==> config.mk <==
export PLATFORM = sky130hd
export DESIGN_NAME = berger_mem_selftest_ctrl_flat
export DESIGN_NICKNAME = d
export VERILOG_FILES = /design/src/rtl/berger_mem_selftest_ctrl_pkg.sv /design/src/rtl/berger_mem_selftest_ctrl_if.sv /design/src/rtl/berger_mem_selftest_ctrl_counter.sv /design/src/rtl/berger_mem_selftest_ctrl.sv /design/src/flat_wrapper.sv
export SDC_FILE = /design/constraint.sdc
export NUM_CORES = 1
export LEC_CHECK = 0
export BUFFER_PORTS_ARGS = -buffer_cell sky130_fd_sc_hd__buf_2
export CORE_ASPECT_RATIO = 0.6
export CORE_UTILIZATION = 55
export CTS_CLUSTER_DIAMETER = 120
export DETAILED_ROUTE_END_ITERATION = 8
export GPL_ROUTABILITY_DRIVEN = 0
export PLACE_DENSITY_LB_ADDON = 0.15
export SLEW_MARGIN = 10
export SYNTH_ARGS = -nofsm -noshare
export SYNTH_HDL_FRONTEND = slang
export SYNTH_SLANG_ARGS = --single-unit
==> constraint.sdc <==
create_clock -name i_clk -period 4.35 [get_ports i_clk]
set_input_delay 0.435 -clock i_clk [delete_from_list [all_inputs] [get_ports i_clk]]
set_output_delay 0.435 -clock i_clk [all_outputs]
set_load 0.01 [all_outputs]
==> src/rtl/berger_mem_selftest_ctrl_pkg.sv <==
// rtl/berger_mem_selftest_ctrl_pkg.sv - shared constants, FSM and beat-class types for the Berger self-test controller
package berger_ctrl_pkg;

  localparam int DATA_W = 8;
  localparam int CODE_W = 12;
  localparam int ADDR_W = 4;
  localparam int DEPTH  = 16;
  localparam int CNT_W  = 5;

  typedef enum logic [2:0] {
    ST_IDLE,
    ST_WRITE,
    ST_RD_CLEAN,
    ST_RD_FAULT,
    ST_DONE
  } state_t;

  typedef enum logic [2:0] {
    CLEAN_OK,
    CLEAN_FAIL,
    DETECTED,
    MASKED,
    ESCAPE
  } beat_class_t;

  // Address-dependent test pattern written to and expected back from each location.
  function automatic logic [DATA_W-1:0] expected_data(input logic [DATA_W-1:0] pattern,
                                                      input logic [ADDR_W-1:0] addr);
    return pattern ^ {addr, addr};
  endfunction

endpackage

==> src/rtl/berger_mem_selftest_ctrl_if.sv <==
// rtl/berger_mem_selftest_ctrl_if.sv - memory path and fault injector signal bundle
interface berger_mem_selftest_ctrl_if;
  import berger_ctrl_pkg::*;

  logic [DATA_W-1:0] mem_data;
  logic [ADDR_W-1:0] mem_addr;
  logic              mem_wr_en;
  logic [CODE_W-1:0] fault_mask;
  logic              fault_enable;
  logic              fault_zero_to_one;
  logic [DATA_W-1:0] mem_rdata;
  logic              mem_error;

  modport master (
    output mem_data, mem_addr, mem_wr_en, fault_mask, fault_enable, fault_zero_to_one,
    input  mem_rdata, mem_error
  );

  modport slave (
    input  mem_data, mem_addr, mem_wr_en, fault_mask, fault_enable, fault_zero_to_one,
    output mem_rdata, mem_error
  );

endinterface

==> src/rtl/berger_mem_selftest_ctrl_counter.sv <==
// rtl/berger_mem_selftest_ctrl_counter.sv - per-class read-beat counters for one self-test run
module berger_result_counter
  import berger_ctrl_pkg::*;
(
  input  logic              i_clk,
  input  logic              i_rst,
  input  logic              i_clear,
  input  logic              i_beat_vld,
  input  beat_class_t       i_beat_class,
  output logic [CNT_W-1:0]  o_clean_fail_cnt,
  output logic [CNT_W-1:0]  o_detected_cnt,
  output logic [CNT_W-1:0]  o_masked_cnt,
  output logic [CNT_W-1:0]  o_escape_cnt
);

  logic [CNT_W-1:0] r_clean_fail;
  logic [CNT_W-1:0] r_detected;
  logic [CNT_W-1:0] r_masked;
  logic [CNT_W-1:0] r_escape;

  // Clear on an accepted start, then bump exactly one counter per classified beat.
  always_ff @(posedge i_clk or negedge i_rst) begin
    if (!i_rst) begin
      r_clean_fail <= '0;
      r_detected   <= '0;
      r_masked     <= '0;
      r_escape     <= '0;
    end else if (i_clear) begin
      r_clean_fail <= '0;
      r_detected   <= '0;
      r_masked     <= '0;
      r_escape     <= '0;
    end else if (i_beat_vld) begin
      case (i_beat_class)
        CLEAN_FAIL: r_clean_fail <= r_clean_fail + 1'b1;
        DETECTED:   r_detected   <= r_detected + 1'b1;
        MASKED:     r_masked     <= r_masked + 1'b1;
        ESCAPE:     r_escape     <= r_escape + 1'b1;
        default:    ;
      endcase
    end
  end

  assign o_clean_fail_cnt = r_clean_fail;
  assign o_detected_cnt   = r_detected;
  assign o_masked_cnt     = r_masked;
  assign o_escape_cnt     = r_escape;

endmodule

==> src/rtl/berger_mem_selftest_ctrl.sv <==
// rtl/berger_mem_selftest_ctrl.sv - Berger memory self-test sequencer; optional BERGER_CTRL_ESCAPE_LOG_EN first-escape log
module berger_mem_selftest_ctrl
  import berger_ctrl_pkg::*;
#(
  parameter int READ_LATENCY = 1
) (
  input  logic                        i_clk,
  input  logic                        i_rst,
  input  logic                        i_start,
  input  logic [DATA_W-1:0]           i_cfg_pattern,
  input  logic [CODE_W-1:0]           i_cfg_fault_mask,
  input  logic                        i_cfg_zero_to_one,
  berger_mem_selftest_ctrl_if.master  mem_bus,
  output logic                        o_busy,
  output logic                        o_done,
  output logic [CNT_W-1:0]            o_clean_fail_cnt,
  output logic [CNT_W-1:0]            o_detected_cnt,
  output logic [CNT_W-1:0]            o_masked_cnt,
  output logic [CNT_W-1:0]            o_escape_cnt,
  output logic                        o_escape_valid,
  output logic [ADDR_W-1:0]           o_escape_addr
);

  localparam logic [CNT_W-1:0] WR_LAST = CNT_W'(DEPTH - 1);
  localparam logic [CNT_W-1:0] ISSUE_N = CNT_W'(DEPTH);
  localparam logic [CNT_W-1:0] RD_LAST = CNT_W'(DEPTH + READ_LATENCY - 1);

  state_t                  r_state;
  state_t                  w_state_nxt;
  logic [CNT_W-1:0]        r_step;
  logic [DATA_W-1:0]       r_pattern;
  logic [CODE_W-1:0]       r_mask;
  logic                    r_zero_to_one;
  logic [READ_LATENCY-1:0] r_pipe_vld;
  logic [ADDR_W-1:0]       r_pipe_addr [READ_LATENCY];
  logic                    w_accept;
  logic                    w_issue;
  logic                    w_beat_vld;
  logic                    w_data_ok;
  logic [ADDR_W-1:0]       w_beat_addr;
  beat_class_t             w_beat_class;

  assign w_accept = (r_state == ST_IDLE) && i_start;

  // State register.
  always_ff @(posedge i_clk or negedge i_rst) begin
    if (!i_rst) r_state <= ST_IDLE;
    else        r_state <= w_state_nxt;
  end

  // Next state and memory-side outputs; the read phases run 16 issues plus a latency drain.
  always_comb begin
    w_state_nxt                = r_state;
    w_issue                    = 1'b0;
    mem_bus.mem_data           = '0;
    mem_bus.mem_addr           = '0;
    mem_bus.mem_wr_en          = 1'b0;
    mem_bus.fault_mask         = '0;
    mem_bus.fault_enable       = 1'b0;
    mem_bus.fault_zero_to_one  = 1'b0;
    case (r_state)
      ST_IDLE: begin
        if (i_start) w_state_nxt = ST_WRITE;
      end
      ST_WRITE: begin
        mem_bus.mem_wr_en = 1'b1;
        mem_bus.mem_addr  = r_step[ADDR_W-1:0];
        mem_bus.mem_data  = expected_data(r_pattern, r_step[ADDR_W-1:0]);
        if (r_step == WR_LAST) w_state_nxt = ST_RD_CLEAN;
      end
      ST_RD_CLEAN: begin
        w_issue = (r_step < ISSUE_N);
        if (w_issue) mem_bus.mem_addr = r_step[ADDR_W-1:0];
        if (r_step == RD_LAST) w_state_nxt = ST_RD_FAULT;
      end
      ST_RD_FAULT: begin
        w_issue                   = (r_step < ISSUE_N);
        mem_bus.fault_enable      = 1'b1;
        mem_bus.fault_mask        = r_mask;
        mem_bus.fault_zero_to_one = r_zero_to_one;
        if (w_issue) mem_bus.mem_addr = r_step[ADDR_W-1:0];
        if (r_step == RD_LAST) w_state_nxt = ST_DONE;
      end
      ST_DONE: begin
        w_state_nxt = ST_IDLE;
      end
      default: w_state_nxt = ST_IDLE;
    endcase
  end

  // Step counter restarts at every state change so each phase counts from zero.
  always_ff @(posedge i_clk or negedge i_rst) begin
    if (!i_rst)                        r_step <= '0;
    else if (w_state_nxt != r_state)   r_step <= '0;
    else if (r_state != ST_IDLE)       r_step <= r_step + 1'b1;
  end

  // Configuration is frozen at the accepted start so mid-run input changes are ignored.
  always_ff @(posedge i_clk or negedge i_rst) begin
    if (!i_rst) begin
      r_pattern     <= '0;
      r_mask        <= '0;
      r_zero_to_one <= 1'b0;
    end else if (w_accept) begin
      r_pattern     <= i_cfg_pattern;
      r_mask        <= i_cfg_fault_mask;
      r_zero_to_one <= i_cfg_zero_to_one;
    end
  end

  // Read-issue pipeline tracks which address each returning beat belongs to.
  always_ff @(posedge i_clk or negedge i_rst) begin
    if (!i_rst) begin
      r_pipe_vld <= '0;
      for (int i = 0; i < READ_LATENCY; i++) r_pipe_addr[i] <= '0;
    end else begin
      r_pipe_vld[0]  <= w_issue;
      r_pipe_addr[0] <= mem_bus.mem_addr;
      for (int i = 1; i < READ_LATENCY; i++) begin
        r_pipe_vld[i]  <= r_pipe_vld[i-1];
        r_pipe_addr[i] <= r_pipe_addr[i-1];
      end
    end
  end

  assign w_beat_vld  = r_pipe_vld[READ_LATENCY-1];
  assign w_beat_addr = r_pipe_addr[READ_LATENCY-1];
  assign w_data_ok   = (mem_bus.mem_rdata == expected_data(r_pattern, w_beat_addr));

  // Beats never straddle phases because each drain equals the read latency.
  always_comb begin
    w_beat_class = CLEAN_OK;
    if (r_state == ST_RD_FAULT) begin
      if (mem_bus.mem_error) w_beat_class = DETECTED;
      else if (w_data_ok)    w_beat_class = MASKED;
      else                   w_beat_class = ESCAPE;
    end else if (mem_bus.mem_error || !w_data_ok) begin
      w_beat_class = CLEAN_FAIL;
    end
  end

  berger_result_counter u_counter (
    .i_clk            (i_clk),
    .i_rst            (i_rst),
    .i_clear          (w_accept),
    .i_beat_vld       (w_beat_vld),
    .i_beat_class     (w_beat_class),
    .o_clean_fail_cnt (o_clean_fail_cnt),
    .o_detected_cnt   (o_detected_cnt),
    .o_masked_cnt     (o_masked_cnt),
    .o_escape_cnt     (o_escape_cnt)
  );

`ifdef BERGER_CTRL_ESCAPE_LOG_EN
  logic              r_esc_vld;
  logic [ADDR_W-1:0] r_esc_addr;

  // Keep only the first escaping address of the run.
  always_ff @(posedge i_clk or negedge i_rst) begin
    if (!i_rst) begin
      r_esc_vld  <= 1'b0;
      r_esc_addr <= '0;
    end else if (w_accept) begin
      r_esc_vld  <= 1'b0;
      r_esc_addr <= '0;
    end else if (w_beat_vld && (w_beat_class == ESCAPE) && !r_esc_vld) begin
      r_esc_vld  <= 1'b1;
      r_esc_addr <= w_beat_addr;
    end
  end

  assign o_escape_valid = r_esc_vld;
  assign o_escape_addr  = r_esc_addr;
`else
  assign o_escape_valid = 1'b0;
  assign o_escape_addr  = '0;
`endif

  assign o_busy = (r_state != ST_IDLE);
  assign o_done = (r_state == ST_DONE);

endmodule

==> src/flat_wrapper.sv <==
// flat-port wrapper written by rule: the top's interface ports become plain ports
module berger_mem_selftest_ctrl_flat import berger_ctrl_pkg::*;
#(
  parameter int READ_LATENCY = 1
)
  (i_clk, i_rst, i_start, i_cfg_pattern, i_cfg_fault_mask, i_cfg_zero_to_one, o_busy, o_done, o_clean_fail_cnt, o_detected_cnt, o_masked_cnt, o_escape_cnt, o_escape_valid, o_escape_addr, mem_bus_mem_data, mem_bus_mem_addr, mem_bus_mem_wr_en, mem_bus_fault_mask, mem_bus_fault_enable, mem_bus_fault_zero_to_one, mem_bus_mem_rdata, mem_bus_mem_error);
  berger_mem_selftest_ctrl_if mem_bus_i ();
  input  logic i_clk;
  input  logic i_rst;
  input  logic i_start;
  input  logic [DATA_W-1:0] i_cfg_pattern;
  input  logic [CODE_W-1:0] i_cfg_fault_mask;
  input  logic i_cfg_zero_to_one;
  output logic o_busy;
  output logic o_done;
  output logic [CNT_W-1:0] o_clean_fail_cnt;
  output logic [CNT_W-1:0] o_detected_cnt;
  output logic [CNT_W-1:0] o_masked_cnt;
  output logic [CNT_W-1:0] o_escape_cnt;
  output logic o_escape_valid;
  output logic [ADDR_W-1:0] o_escape_addr;
  output wire logic [$bits(mem_bus_i.mem_data)-1:0] mem_bus_mem_data;
  output wire logic [$bits(mem_bus_i.mem_addr)-1:0] mem_bus_mem_addr;
  output wire logic [$bits(mem_bus_i.mem_wr_en)-1:0] mem_bus_mem_wr_en;
  output wire logic [$bits(mem_bus_i.fault_mask)-1:0] mem_bus_fault_mask;
  output wire logic [$bits(mem_bus_i.fault_enable)-1:0] mem_bus_fault_enable;
  output wire logic [$bits(mem_bus_i.fault_zero_to_one)-1:0] mem_bus_fault_zero_to_one;
  input wire logic [$bits(mem_bus_i.mem_rdata)-1:0] mem_bus_mem_rdata;
  input wire logic [$bits(mem_bus_i.mem_error)-1:0] mem_bus_mem_error;
  assign mem_bus_mem_data = mem_bus_i.mem_data;
  assign mem_bus_mem_addr = mem_bus_i.mem_addr;
  assign mem_bus_mem_wr_en = mem_bus_i.mem_wr_en;
  assign mem_bus_fault_mask = mem_bus_i.fault_mask;
  assign mem_bus_fault_enable = mem_bus_i.fault_enable;
  assign mem_bus_fault_zero_to_one = mem_bus_i.fault_zero_to_one;
  assign mem_bus_i.mem_rdata = mem_bus_mem_rdata;
  assign mem_bus_i.mem_error = mem_bus_mem_error;
  berger_mem_selftest_ctrl #(.READ_LATENCY(READ_LATENCY)) u_core (.i_clk(i_clk), .i_rst(i_rst), .i_start(i_start), .i_cfg_pattern(i_cfg_pattern), .i_cfg_fault_mask(i_cfg_fault_mask), .i_cfg_zero_to_one(i_cfg_zero_to_one), .mem_bus(mem_bus_i), .o_busy(o_busy), .o_done(o_done), .o_clean_fail_cnt(o_clean_fail_cnt), .o_detected_cnt(o_detected_cnt), .o_masked_cnt(o_masked_cnt), .o_escape_cnt(o_escape_cnt), .o_escape_valid(o_escape_valid), .o_escape_addr(o_escape_addr));
endmodule
=== Word level (Yosys, flattened, before mapping) ===
Cells that the tools add are included.

* Register bits after elaboration: 54

* $lt $le $gt $ge: 1
* Muxes and demuxes: 31
* $add $sub $neg: 5
* Equality and inequality tests: 12
* Bitwise logic cells: 2
* Reductions and logical operators: 16

{| class="wikitable"
|+ Operators by type and width
! operator !! count
|-
| $mux W5 || 14
|-
| $add A5 B1 Y5 const B || 5
|-
| $mux W3 || 7
|-
| $xor A8 B8 Y8 || 2
|-
| $eq A3 B2 Y1 const B || 4
|-
| $mux W12 || 1
|-
| $pmux W3 S4 || 1
|-
| $reduce_bool A2 Y1 || 6
|-
| $eq A8 B8 Y1 || 1
|-
| $mux W8 || 1
|-
| $pmux W4 S2 || 1
|-
| $reduce_and A2 Y1 || 4
|-
| $eq A3 B1 Y1 const B || 2
|-
| $eq A3 B3 Y1 const B || 2
|-
| $eq A5 B4 Y1 const B || 1
|-
| $eq A5 B5 Y1 const B || 1
|-
| $lt A5 B5 Y1 const B || 1
|-
| $mux W1 || 5
|-
| $mux W4 || 1
|-
| $logic_not A3 Y1 || 1
|-
| $ne A3 B3 Y1 || 1
|-
| $reduce_bool A3 Y1 || 1
|-
| $reduce_or A2 Y1 || 1
|-
| $logic_and A1 B1 Y1 || 1
|-
| other kinds (2) || 2
|}

=== Depth between registers and ports, before layout ===
* Depth in word-level cells: 10
* Mapped depth: 8

=== Cells and area by module ===
Synthesis repeated with hierarchy kept, for this count alone.

* Cells, all modules: 265
* Area, all modules: 3089.2 um2

{| class="wikitable"
|+ By module, submodules not included
! module !! instances !! area each (um2) !! cells an instance !! sequential area each (um2)
|-
| berger_mem_selftest_ctrl || 1 || 2045.7 || 167 || 850.8
|-
| berger_result_counter || 1 || 1043.5 || 98 || 500.5
|}

=== Least setup slack after synthesis ===
OpenSTA, ideal clock, no wires.

* Path kind: reg2reg
* Start point: reg u_core.r_pattern[0]
* End point: reg u_core.u_counter.r_masked[2], in the netlist u_core.u_counter.o_masked_cnt[2]
* Arrival time: 1.612 ns
* Slack: 2.617 ns
* Path buffers: 0
* Data required time: 4.230 ns
* Setup time: 0.120 ns
* Clock period less this slack: 1.733 ns
* Cell stages (with the launch flop): 6
* Cells stage by stage: dfrtp_1 > xnor3_1 > nand4_2 > nor3_2 > a21oi_1 > a31o_2

* Cells in the longest elaborated chain, start to end: 9
* Elaborated cells on any way between the ends: 11
* Those cells by class: eq/ne (2); mux (4); bitwise (1); reduce/logical (4)

{| class="wikitable"
|+ RTL lines
! element !! line !! source
|-
| start, declared || berger_mem_selftest_ctrl.sv:31 || <nowiki>logic [DATA_W-1:0] r_pattern;</nowiki>
|-
| start signal, assigned || berger_mem_selftest_ctrl.sv:105 || <nowiki>r_pattern <= i_cfg_pattern;</nowiki>
|-
| $xor A8 B8 Y8 (*) || berger_mem_selftest_ctrl_pkg.sv:29 || <nowiki>return pattern ^ {addr, addr};</nowiki>
|-
| $eq A8 B8 Y1 (*) || berger_mem_selftest_ctrl.sv:128 || <nowiki>assign w_data_ok = (mem_bus.mem_rdata == expected_data(r_pattern, w_beat_addr));</nowiki>
|-
| $logic_not A1 Y1 || berger_mem_selftest_ctrl.sv:137 || <nowiki>end else if (mem_bus.mem_error || !w_data_ok) begin</nowiki>
|-
| $logic_or A1 B1 Y1 || berger_mem_selftest_ctrl.sv:137 ||
|-
| $mux W1 || berger_mem_selftest_ctrl.sv:137 ||
|-
| $mux W3 (*) || berger_mem_selftest_ctrl.sv:133 || <nowiki>if (r_state == ST_RD_FAULT) begin</nowiki>
|-
| $eq A3 B2 Y1 (*) || berger_mem_selftest_ctrl_counter.sv:34 || <nowiki>case (i_beat_class)</nowiki>
|-
| $reduce_bool A2 Y1 (no source line) (*) || n/a ||
|-
| $reduce_and A2 Y1 (no source line) (*) || n/a ||
|-
| end signal, assigned || berger_mem_selftest_ctrl_counter.sv:37 || <nowiki>MASKED: r_masked <= r_masked + 1'b1;</nowiki>
|-
| end, declared || berger_mem_selftest_ctrl_counter.sv:18 || <nowiki>logic [CNT_W-1:0] r_masked;</nowiki>
|}

Mark *: on every way between the ends. The rest lies on a longest branch, timed or not.
A chain may end at the register's enable or synchronous reset.

=== Final worst setup path ===
* Start point: reg u_core.r_state[1]
* End point: out mem_bus_mem_addr[3]

* Cells in the longest elaborated chain, start to end: 3
* Elaborated cells on any way between the ends: 5
* Those cells by class: eq/ne (3); mux (1); reduce/logical (1)

{| class="wikitable"
|+ RTL lines
! element !! line !! source
|-
| start, declared || berger_mem_selftest_ctrl.sv:28 || <nowiki>state_t r_state;</nowiki>
|-
| start signal, assigned || berger_mem_selftest_ctrl.sv:48 || <nowiki>else r_state <= w_state_nxt;</nowiki>
|-
| $eq A3 B2 Y1 || berger_mem_selftest_ctrl.sv:61 || <nowiki>case (r_state)</nowiki>
|-
| $reduce_or A2 Y1 (no source line) || n/a ||
|-
| $pmux W4 S2 (*) || berger_mem_selftest_ctrl.sv:61 ||
|-
| end, declared || flat_wrapper.sv:23 || <nowiki>output wire logic [$bits(mem_bus_i.mem_addr)-1:0] mem_bus_mem_addr;</nowiki>
|}

Marked as above.

==> impl_metrics.env <==
export IMPL_status="finished, final reports clean"
export IMPL_final_max_slew_violation_count=0
export IMPL_arrival_ps=1870
export IMPL_multi_input_area_mm2=0.00140
export IMPL_holdWs_ps=244
export IMPL_worstReg2RegStart="u_core.r_state[0]$_DFF_PN0_"
export IMPL_ant_nets=0
export IMPL_clk_latency_ps=300
export IMPL_netlist_area_mm2=0.00288
export IMPL_die_h_um=58.1
export IMPL_p_leak_uw=0.00185
export IMPL_dr_wl_met2_mm=2.62
export IMPL_met1_length_mm=3.08
export IMPL_clk_pin_slew_ps=90
export IMPL_dr_pass1_iters=4
export IMPL_post_drt_wl_per_cell_um=14.1
export IMPL_rows=19
export IMPL_wirelength_mm=6.14
export IMPL_cts_resized=0
export IMPL_drtIter0Drc=133
export IMPL_r2r_setup_slack_ps=2100
export IMPL_synth_area_leader_cell="dfrtp_1"
export IMPL_cp_start_kind="flip-flop"
export IMPL_fillers=374
export IMPL_final_common_cell="buf_2"
export IMPL_maxCapViolations=0
export IMPL_clockBufferDepth=2
export IMPL_syn_to_final_growth_pct=17.3
export IMPL_worstPathCellList="inv_1, nor3_1, nor2_1, nor2b_1, buf_2"
export IMPL_drc_errors=0
export IMPL_max_stage_delay_ps=550
export IMPL_synth_top_area_share_pct=46.9
export IMPL_drive_gt1_share_pct=26.5
export IMPL_h_tree_depth=2
export IMPL_power_uw=2170
export IMPL_cts_num_sinks=54
export IMPL_synth_area_leaders="dfrtp_1 (47%), nand2_1 (9.5%), xnor3_1 (6.3%)"
export IMPL_ff_latch_area_mm2=0.00135
export IMPL_routed_top_layer="met3"
export IMPL_period_minus_slack_ps=2300
export IMPL_grt_pass1_vias=2003
export IMPL_setup_violations=0
export IMPL_antenna_cells=0
export IMPL_max_slew_worst_pin_slew_ps=824
export IMPL_cts_hold_buffers_added=0
export IMPL_finalCritPeriodShare_pct=53.0
export IMPL_ys_warn_count=0
export IMPL_synth_area_per_cell_um2=9.67
export IMPL_final_cell_mix="buf_2 (81), nand2_1 (73), dfrtp_1 (54), nor2_1 (32)"
export IMPL_core_area_mm2=0.00480
export IMPL_setup_tns_final_ps=0
export IMPL_fmax_mhz=434
export IMPL_grt_max_degree=55
export IMPL_fin_skew_ps=5.95
export IMPL_reg2reg_to="u_core.u_counter.o_masked_cnt[2]$_DFFE_PN0P_"
export IMPL_endpoint_kind="output pin"
export IMPL_grt_ovfl_total=0
export IMPL_post_cts_buffers=0
export IMPL_ir_worst_vdd_mv=0.298
export IMPL_worst_slew_margin_rel_pct=44.9
export IMPL_avgViaCountPerCell=5.21
export IMPL_critical_path_required_ps=3910
export IMPL_utilization_pct=70.4
export IMPL_slowest_stage="dfrtp_1"
export IMPL_pin_count=87
export IMPL_dpl_hpwl_mm=4.55
export IMPL_met3WireLength_um=436
export IMPL_critPathKind="flip-flop to output pin"
export IMPL_die_area_mm2=0.00554
export IMPL_grt_pass1_wl_mm=9.81
export IMPL_nNetsFinal=413
export IMPL_antenna_found_initial=0
export IMPL_power_density_mw_per_mm2=641
export IMPL_hold_path_class="primary input to asynchronous set/reset pin"
export IMPL_synth_seq_cells=54
export IMPL_yosysUniqueCellTypes=40
export IMPL_rsz0062_at_grt="false"
export IMPL_synthCells=298
export IMPL_finalWorstSetupSlack_ps=2050
export IMPL_dpl_worst_slack_ps=2150
export IMPL_numCtsBuffers=5
export IMPL_start_util_pct=60.0
export IMPL_rr_worst_depth=5
export IMPL_cts_tree="yes"
export IMPL_grtUsageTotal_pct=23.5
export IMPL_cp_max_fo=10
export IMPL_root_buffer="clkbuf_8"
export IMPL_io_buffers=81
export IMPL_ys_seq_area_share_pct=46.9
export IMPL_hold_viol=0
export IMPL_die_w_um=95.4
export IMPL_dr_total_vias=2275
==> synthesized netlist by cell type <==
cell type / instances
nand4_2: 2
dfrtp_1: 54
ha_1: 7
o31ai_4: 1
o211a_1: 1
nor4b_4: 1
nand4_1: 3
conb_1: 1
nor4_1: 2
and3b_1: 1
buf_4: 7
o21ai_0: 6
and3_1: 2
o2111a_1: 1
clkbuf_1: 10
xnor3_1: 8
o21bai_2: 1
nand3_1: 6
xor2_1: 8
a21oi_1: 8
or3_1: 5
nor2_1: 32
nor2b_1: 3
a311oi_1: 1
buf_6: 1
and2_1: 14
nor4b_2: 1
nor3_1: 2
nand2_1: 73
nand3_2: 1
xnor2_1: 14
nor3b_1: 1
a211oi_1: 2
buf_2: 1
o21bai_1: 1
nor3_2: 1
a31o_2: 1
inv_1: 9
o21ai_1: 1
mux2i_1: 4
==> through the flow <==
step / instance area [um2] / std cells
after detailed placement: 3290 / 429
after global placement: 3290 / 429
final: 3380 / 437
after CTS: 3380 / 437
after floorplan: 2900 / 302
after global routing: 3380 / 437
==> worst max-delay path by stage <==
stage | slack [ps] | depth (start not counted) | from | endpoint
finish | 2050 | 5 | u_core.r_state[1]$_DFF_PN0_ | mem_bus_mem_addr[3]
global route | 1900 | 5 | u_core.r_state[0]$_DFF_PN0_ | u_core.u_counter.o_masked_cnt[2]$_DFFE_PN0P_
CTS | 2040 | 3 | u_core.r_state[0]$_DFF_PN0_ | mem_bus_fault_mask[11]
detailed placement | 2150 | 5 | u_core.r_state[0]$_DFF_PN0_ | u_core.u_counter.o_masked_cnt[2]$_DFFE_PN0P_
global placement | 2250 | 5 | u_core.r_state[0]$_DFF_PN0_ | u_core.u_counter.o_escape_cnt[3]$_DFFE_PN0P_
floorplan | 2620 | 5 | u_core.r_pattern[0]$_DFFE_PN0P_ | u_core.u_counter.o_masked_cnt[2]$_DFFE_PN0P_
==> metal layers <==
metal	GRT usage [%]	vias up
li1	-	1110
met1	38.4	1086
met2	32.8	79
met3	4.72	0
met4	3.41	0
met5	0	-
==> cells by family (layout without fill, tap and decap cells) <==
family                   after synthesis  in the layout  share of synthesized area (%)
multiplexers                           4              4                           1.39
AND/OR/NAND/NOR                      150            150                           24.8
AO/OA/AOI/OAI                         24             24                           5.86
flip-flops                            54             54                           46.9
buffers and inverters                 28            100                           4.87
other                                  1              5                          0.130
XOR/XNOR                              30             30                           12.9
adder cells (fa/ha/maj)                7              7                           3.04
==> cell type report <==
type | instances | area share [%]
Inverter | 9 | 1.00
Sequential cell | 54 | 40.0
Timing Repair Buffer | 83 | 12.4
Clock buffer | 7 | 2.55
Tap cell | 63 | 2.33
Multi-Input combinational cell | 220 | 41.5
Clock inverter | 1 | 0.148
==> sequential cells by signal (all words and copies together) (netlist names) <==
name                               flops
u_core.r_pipe_vld                      1
u_core.u_counter.o_masked_cnt          5
u_core.r_step                          5
u_core.u_counter.o_escape_cnt          5
u_core.r_mask                         12
u_core.r_pipe_addr                     4
u_core.r_state                         3
u_core.u_counter.o_clean_fail_cnt      5
u_core.u_counter.o_detected_cnt        5
u_core.r_pattern                       8
u_core.r_zero_to_one                   1
==> where the power goes <==
group          switching [uW]  internal [uW]  leakage [uW]
Clock                     157            129     0.0000482
Combinational             527            487       0.00110
Sequential                195            672      0.000702
==> worst max-delay path: cells and delay by family, from the launching register on <==
| family | cells | cell delay, ps |
|---|---|---|
| AND/OR/NAND/NOR | 3 | 730 |
| buffers and inverters | 2 | 300 |
| flip-flops | 1 | 550 |
Power figures use the tool's default switching activity.
